File: config.mk
export PLATFORM = sky130hd
export DESIGN_NAME = gen_vga_timing
export DESIGN_NICKNAME = d
export VERILOG_FILES = /design/src/rtl/gen_vga_timing.sv
export SDC_FILE = /design/constraint.sdc
export NUM_CORES = 1
export LEC_CHECK = 0
export CAP_MARGIN = 20
export CORE_MARGIN = 1.5
export CORE_UTILIZATION = 49
export CTS_CLUSTER_DIAMETER = 40
export CTS_CLUSTER_SIZE = 40
export DETAILED_ROUTE_END_ITERATION = 16
export HOLD_SLACK_MARGIN = 0.1
export PLACE_DENSITY = 0.71
export SYNTH_ARGS = -nofsm -noshare
export SYNTH_HDL_FRONTEND = slang
export SYNTH_SLANG_ARGS = --single-unit
File: constraint.sdc
create_clock -name clk27 -period 5.4 [get_ports clk27]
set_input_delay 1.35 -clock clk27 [delete_from_list [all_inputs] [get_ports clk27]]
set_output_delay 1.35 -clock clk27 [all_outputs]
set_load 0.05 [all_outputs]
File: src/rtl/gen_vga_timing.sv
// gen_vga_timing: parametrised raster generator. Produces hsync/vsync/href/data for any
// timing set, drives frame-buffer read address/enable, and absorbs a PIX_LAT-clock RAM
// read latency. A request launched on one clock edge has its frame_pixel sampled
// PIX_LAT edges later. Modes 1..3 substitute built-in test patterns for RAM data.
module gen_vga_timing #(
  parameter int unsigned   DW      = 9,
  parameter int unsigned   AW      = 19,
  parameter int unsigned   H_ACT   = 720,
  parameter int unsigned   H_FP    = 16,
  parameter int unsigned   H_SYNC  = 62,
  parameter int unsigned   H_BP    = 60,
  parameter int unsigned   V_ACT   = 480,
  parameter int unsigned   V_FP    = 9,
  parameter int unsigned   V_SYNC  = 6,
  parameter int unsigned   V_BP    = 30,
  parameter bit            HS_POL  = 1'b0,
  parameter bit            VS_POL  = 1'b0,
  parameter int unsigned   PIX_LAT = 1,
  parameter logic [DW-1:0] FILL    = '0
) (
  input  logic          clk27,
  input  logic          reset_n,
  input  logic [1:0]    mode,
  output logic [AW-1:0] frame_addr,
  output logic          rd_en,
  input  logic [DW-1:0] frame_pixel,
  output logic          hsync,
  output logic          vsync,
  output logic          href,
  output logic [DW-1:0] data,
  output logic          frame_start
);

  localparam int unsigned H_TOT  = H_SYNC + H_BP + H_ACT + H_FP;
  localparam int unsigned V_TOT  = V_SYNC + V_BP + V_ACT + V_FP;
  localparam int unsigned HW     = $clog2(H_TOT);
  localparam int unsigned VW     = $clog2(V_TOT);
  localparam int unsigned H_ACT0 = H_SYNC + H_BP;
  localparam int unsigned V_ACT0 = V_SYNC + V_BP;
  localparam int unsigned NPIX   = H_ACT * V_ACT;
  localparam int          LAT    = int'(PIX_LAT);

  logic [HW-1:0] hcnt_q, hcnt_d;
  logic [VW-1:0] vcnt_q, vcnt_d;
  logic [1:0]    mode_q, mode_d;
  logic [AW-1:0] addr_q, addr_d;
  logic          rd_en_q, rd_en_d;
  logic [31:0]   h32, v32, px, ln;
  logic          sync_h, sync_v, act, fs;
  logic [DW-1:0] pat;
  logic [DW-1:0] data_q, data_d;

  // ctl bits {frame_start, act, sync_v, sync_h}: PIX_LAT+1 stages to the outputs.
  logic [3:0]    ctl_q [LAT+1];
  // Payload {use_ram, pattern}: PIX_LAT stages so it meets frame_pixel at the data register.
  logic [DW:0]   pay_q [LAT];

  // Raster counters and raw timing decode.
  always_comb begin
    hcnt_d = hcnt_q + HW'(1);
    vcnt_d = vcnt_q;
    if (hcnt_q == HW'(H_TOT - 1)) begin
      hcnt_d = '0;
      vcnt_d = (vcnt_q == VW'(V_TOT - 1)) ? '0 : vcnt_q + VW'(1);
    end
    h32    = 32'(hcnt_q);
    v32    = 32'(vcnt_q);
    px     = h32 - H_ACT0;
    ln     = v32 - V_ACT0;
    sync_h = h32 < H_SYNC;
    sync_v = v32 < V_SYNC;
    act    = (h32 >= H_ACT0) && (h32 < H_ACT0 + H_ACT) &&
             (v32 >= V_ACT0) && (v32 < V_ACT0 + V_ACT);
    fs     = (hcnt_q == '0) && (vcnt_q == '0);
  end

  // Stage A next state: mode latch at frame start, read request and row-major address.
  always_comb begin
    mode_d  = fs ? mode : mode_q;
    rd_en_d = act && (mode_q == 2'd0);
    addr_d  = addr_q;
    if (fs) begin
      addr_d = '0;
    end else if (rd_en_q) begin
      // Wrap after the last pixel so the address never leaves the frame buffer.
      addr_d = (addr_q == AW'(NPIX - 1)) ? '0 : addr_q + AW'(1);
    end
  end

  // Test-pattern value for the pixel decoded this cycle.
  always_comb begin
    pat = '0;
    case (mode_q)
      2'd1:    pat = DW'(((px * 32'd8) / H_ACT) << (DW - 3));
      2'd2:    pat = FILL;
      2'd3:    pat = ((((px ^ ln) >> 3) & 32'd1) != 32'd0) ? '1 : '0;
      default: pat = '0;
    endcase
  end

  // Counters and stage A registers.
  always_ff @(posedge clk27 or negedge reset_n) begin
    if (!reset_n) begin
      hcnt_q  <= '0;
      vcnt_q  <= '0;
      mode_q  <= 2'd0;
      addr_q  <= '0;
      rd_en_q <= 1'b0;
    end else begin
      hcnt_q  <= hcnt_d;
      vcnt_q  <= vcnt_d;
      mode_q  <= mode_d;
      addr_q  <= addr_d;
      rd_en_q <= rd_en_d;
    end
  end

  // Output alignment pipeline for timing controls and pattern payload.
  always_ff @(posedge clk27 or negedge reset_n) begin
    if (!reset_n) begin
      for (int i = 0; i <= LAT; i++) ctl_q[i] <= '0;
      for (int i = 0; i < LAT; i++)  pay_q[i] <= '0;
    end else begin
      ctl_q[0] <= {fs, act, sync_v, sync_h};
      for (int i = 1; i <= LAT; i++) ctl_q[i] <= ctl_q[i-1];
      pay_q[0] <= {mode_q == 2'd0, pat};
      for (int i = 1; i < LAT; i++)  pay_q[i] <= pay_q[i-1];
    end
  end

  // Data select: RAM data or pattern for an active pixel, zero otherwise.
  always_comb begin
    data_d = '0;
    if (ctl_q[LAT-1][2]) begin
      data_d = pay_q[LAT-1][DW] ? frame_pixel : pay_q[LAT-1][DW-1:0];
    end
  end

  // Data output register, aligned with the last control stage.
  always_ff @(posedge clk27 or negedge reset_n) begin
    if (!reset_n) begin
      data_q <= '0;
    end else begin
      data_q <= data_d;
    end
  end

  assign frame_addr  = addr_q;
  assign rd_en       = rd_en_q;
  assign hsync       = ctl_q[LAT][0] ? HS_POL : ~HS_POL;
  assign vsync       = ctl_q[LAT][1] ? VS_POL : ~VS_POL;
  assign href        = ctl_q[LAT][2];
  assign frame_start = ctl_q[LAT][3];
  assign data        = data_q;

endmodule
Word level (Yosys, flattened, before mapping)
Cells that the tools add are included.
{"block": "totals", "in_bits": 13, "out_inout_bits": 33, "wordCells": 47, "regBits": 69}
{"block": "classes", "reduce_logical": 9, "order_cmp": 6, "eq_ne": 5, "bitwise_logic": 1, "n_addsub": 5, "div_mod_pow": 1, "n_mux": 11}
{"operator": "2-to-1 mux 19 bit", "count": 3}
{"operator": "divider 32 x 10 -> 32 bit, second input constant", "count": 1}
{"operator": "2-to-1 mux 9 bit", "count": 3}
{"operator": "adder 10 x 1 -> 10 bit, second input constant", "count": 2}
{"operator": "== test 10 bit, second input constant", "count": 2}
{"operator": "logical NOT 10 bit", "count": 2}
{"operator": "< comparator 10 bit, second input constant", "count": 2}
{"operator": "2-to-1 mux 10 bit", "count": 2}
{"operator": "adder 19 x 1 -> 19 bit, second input constant", "count": 1}
{"operator": "== test 19 bit, second input constant", "count": 1}
{"operator": "one-hot mux 9 bit (2 select lines)", "count": 1}
{"operator": "subtractor 10 x 7 -> 11 bit, second input constant", "count": 1}
{"operator": "greater-or-equal comparator 10 x 6 -> 1 bit, second input constant", "count": 1}
{"operator": "greater-or-equal comparator 10 x 7 -> 1 bit, second input constant", "count": 1}
{"operator": "< comparator 10 x 3 -> 1 bit, second input constant", "count": 1}
{"operator": "< comparator 10 x 6 -> 1 bit, second input constant", "count": 1}
{"operator": "logical AND 1 bit", "count": 5}
{"operator": "subtractor 4 x 3 -> 4 bit, second input constant", "count": 1}
{"operator": "bitwise XOR 4 bit", "count": 1}
{"operator": "== test 2 x 1 -> 1 bit, second input constant", "count": 1}
{"operator": "== test 2 bit, second input constant", "count": 1}
{"operator": "logical NOT 2 bit", "count": 1}
{"operator": "2-to-1 mux 1 bit", "count": 2}
{"operator": "nonzero test 2 bit", "count": 1}

Longest topological paths before layout
{"block": "logic_depth", "ltp_word": 5, "ltp_mapped": 17, "ltp_nobuf": 15}

Least setup slack after synthesis
Ideal clock, no wire load.
{"block": "synth_timing", "kind": "reg-to-reg", "startpoint": "register hcnt_q[1]", "endpoint": "register pay_q[6] (netlist bit)", "arrival_ns": 3.758, "path_buffers": 2, "setup_slack_ns": 1.560, "path_stages_with_launch": 17, "path_cell_list": "dfrtp_1 -> buf_4 -> inv_1 -> ha_1 -> clkbuf_1 -> o22ai_1 -> mux2_4 -> a2111oi_4 -> o21ai_2 -> a211o_4 -> a21o_1 -> mux2_4 -> xor2_1 -> mux2_4 -> o22ai_1 -> o211ai_1 -> a22oi_2"}
{"block": "synth_between", "elab_chain_cells": 4, "elab_cells_between_ends": 5, "cone_classes": "add/sub (1); div (1); mux (2); bitwise (1)"}
{"element": "start: declaration", "line": "43", "source": "logic [HW-1:0] hcnt_q, hcnt_d;"}
{"element": "start signal: assignment", "line": "110", "source": "hcnt_q <= hcnt_d;"}
{"element": "subtractor 10 x 7 -> 11 bit (*)", "line": "68", "source": "px = h32 - H_ACT0;"}
{"element": "branches (longest 2 deep; another with divider 32 x 10 -> 32 bit)"}
{"element": "one-hot mux 9 bit (2 select lines) (*)", "line": "93", "source": "case (mode_q)"}
{"element": "via pat[6]", "line": "50", "source": "logic [DW-1:0] pat;"}
{"element": "end: declaration", "line": "56", "source": "logic [DW:0] pay_q [LAT];"}
Mark *: on every way through the listed nets, which the timed path passes.
A chain may end at the register's enable or synchronous reset.

Worst setup path after layout
Same ends and word-level chain as after synthesis.

==> qor.txt <==
Status: finished, final reports clean
Reg-to-Reg Start: hcnt_q[1]
Final Cycle Share: 0.846
Vias in the first global route: 3410
DR vias/cell: 5.96
Worst hold endpoint: ctl_q[0]
Initial DRC Count: 235
RSZ-0062 raised after global routing: no
CP endpoint kind: flip-flop
Fmax: 219 MHz
Slew margin rel.: 0.480
VDD IR max: 0.114 mV
Post-Syn Instances: 461
Post-Syn Area: 4160 um^2
DR vias: 3639
Share of the synthesized area in the top cell type: 0.385
Tot Pwr: 1.03 mW
CTS buffer count: 9
HP Class: reg2reg
Rows: 33
# Post-CTS Setup Buffers: 0
Crit path kind: reg2reg
Setup TNS: 0 ps
CTS tree: done
Antenna violations before repair: 0
GRT overflow: 0
Min Hold Slack: 355 ps
Die Wd: 95.2 um
Power per cell area: 209 nW/um^2
DRC viols: 0
Avg Synthesized Cell Area: 9.03 um^2
Critical-path maximum fanout: 12
Dpl cells: 595
Chip Height: 95.2 um
Worst Reg-to-Reg Cells: 15
Critical Path RT: 5660 ps
Hold buffers post-CTS: 0
Asr flop ratio synth: 1.00
Worst min-delay path startpoint: ctl_q[4]
Total track usage: 0.235
Largest net degree at the start of global routing: 65
Number of flops mapped to enable cells by yosys: 0
Met2 wire length: 4630 um
Gpl congestion: 1.00
Drt wl/cell: 16.4 um
Core Footprint: 8220 um^2
I/O Buffers: 45
Final nets: 527
Die ar.: 9060 um^2
Metal3 WL: 553 um
Fin worst setup slack: 831 ps
Net Count, Synth: 487
Leading cell type in the layout, fill and taps excluded: dfrtp_1
DR top layer: met4
Startpoint Class: flip-flop
Setup-failing EPs final: 0
Clock skew: 13.8 ps
Synth cell types: 72
Ranking of synthesized cells by area: dfrtp_1, o21ai_0, ha_1, nand2_1, xor2_1
Reg2reg end: pay_q[6]
Layout area overhead: 18.1%
Yosys Warn Count: 0
Area leader, netlist: dfrtp_1
H-tree Lvls: 3
Dpl ws: 941 ps
Post-Route M1 WL: 4670 um
Antenna diode count: 0
Leak: 2.05 nW
Final Hold Viols: 0
Clock insertion delay at the later pin of the skew report: 350 ps
Share of cells above drive strength 1: 0.0929
Tmin final: 4570 ps
WL final: 10000 um
DRT Pass-1 Iters: 5
Hold Path Stages: 0
DRT antenna net count: 0
Primary FF master, synth: dfrtp_1
Post-DP HPWL: 7260 um
Synth Register Bits: 64
Worst-path clk slew: 70 ps
Max Buffers Root-to-Sink: 2
Most frequent cells in the layout: dfrtp_1, clkdlybuf4s50_1, nand2_1
Root Buffer: clkbuf_8
Post-cts sizing count: 0
Flop2flop setup slack: 830 ps
CP arrival: 4830 ps
Worst slew pin tran: 780 ps
I/O pins: 46
Final std cells w/o fill: 611
Max-slew violations: 0
Post-synthesis sequential area ratio: 0.385
CTS sink count: 64
Starting density of the core: 0.507
MaxCap Viol Count: 0
First-pass GRT wire length: 16500 um
cell families (layout without fill, tap and decap cells):
group                    Yosys count  in the layout  synth area share
buffers and inverters             32             77            0.0340
XOR/XNOR                          31             31            0.0652
flip-flops                        64             64             0.385
adder cells (fa/ha/maj)           13             13            0.0391
AND/OR/NAND/NOR                  180            180             0.230
AO/OA/AOI/OAI                    129            129             0.214
multiplexers                      12             12            0.0334
worst max-delay path by stage:
stage,start,endpoint,cells after the start,slack (ps)
final,hcnt_q[1],pay_q[6],15,830
after global routing,hcnt_q[1],pay_q[6],15,500
after CTS,hcnt_q[1],pay_q[6],15,910
after detailed placement,hcnt_q[1],pay_q[6],15,940
after global placement,hcnt_q[1],pay_q[6],15,1160
after floorplan,hcnt_q[1],pay_q[6],16,1560
synth_stat cells, types with 13 or more instances:
| cell | instances |
|---|---|
| dfrtp_1 | 64 |
| nand2_1 | 43 |
| and3_1 | 14 |
| nor2_1 | 37 |
| xor2_1 | 16 |
| o21ai_0 | 35 |
| inv_1 | 14 |
| xnor2_1 | 15 |
| ha_1 | 13 |
| a21oi_1 | 21 |
| nand3_1 | 15 |
metrics by stage:
stage               utilization  instance area (um^2)
floorplan                     -                  4160
global placement          0.568                  4670
detailed placement        0.568                  4670
CTS                       0.599                  4920
global route              0.599                  4920
finish                    0.599                  4920
flip-flops by register name, indices dropped and copies added (netlist names):
| signal | cells |
|---|---|
| frame_start | 1 |
| ctl_q | 6 |
| pay_q | 5 |
| mode_q | 2 |
| href | 1 |
| rd_en | 1 |
| vcnt_q | 10 |
| frame_addr | 19 |
| hcnt_q | 10 |
| data | 9 |
layer usage:
metal  global-route usage  vias up
li1                     -     1758
met1                0.320     1722
met2                0.380      142
met3               0.0327       17
met4               0.0846        0
met5                    0        -
power breakdown:
| group | total [mW] | internal [mW] | switching, mW | leakage, nW |
|---|---|---|---|---|
| Combinational | 0.0247 | 0.0110 | 0.0137 | 1.08 |
| Sequential | 0.485 | 0.482 | 0.00245 | 0.846 |
| Clock | 0.519 | 0.322 | 0.197 | 0.123 |
worst max-delay path, cell delays in order (launching register included):
cell       delay [ps]
dfrtp_1           570
inv_1             190
ha_1              380
nand3b_1          280
xnor2_1           320
o21ai_2           200
a2111oi_4         530
o21ai_2           140
a211o_4           320
a21o_1            200
mux2_4            310
xor2_1            280
mux2_4            330
o22ai_1           160
o211ai_1          130
a22oi_2           140
layout make-up:
| cell class | count | area (um^2) |
|---|---|---|
| fillers | 761 | 3300 |
| flip-flops and latches | 64 | 1600 |
| repair buffers | 47 | 460 |
| clock buffers | 10 | 138 |
| multi-input cells | 365 | 2420 |
| inverters | 14 | 52.6 |
| well taps | 105 | 131 |
| clock inverters | 6 | 115 |
Note: power is estimated with default switching activity, not from simulation.
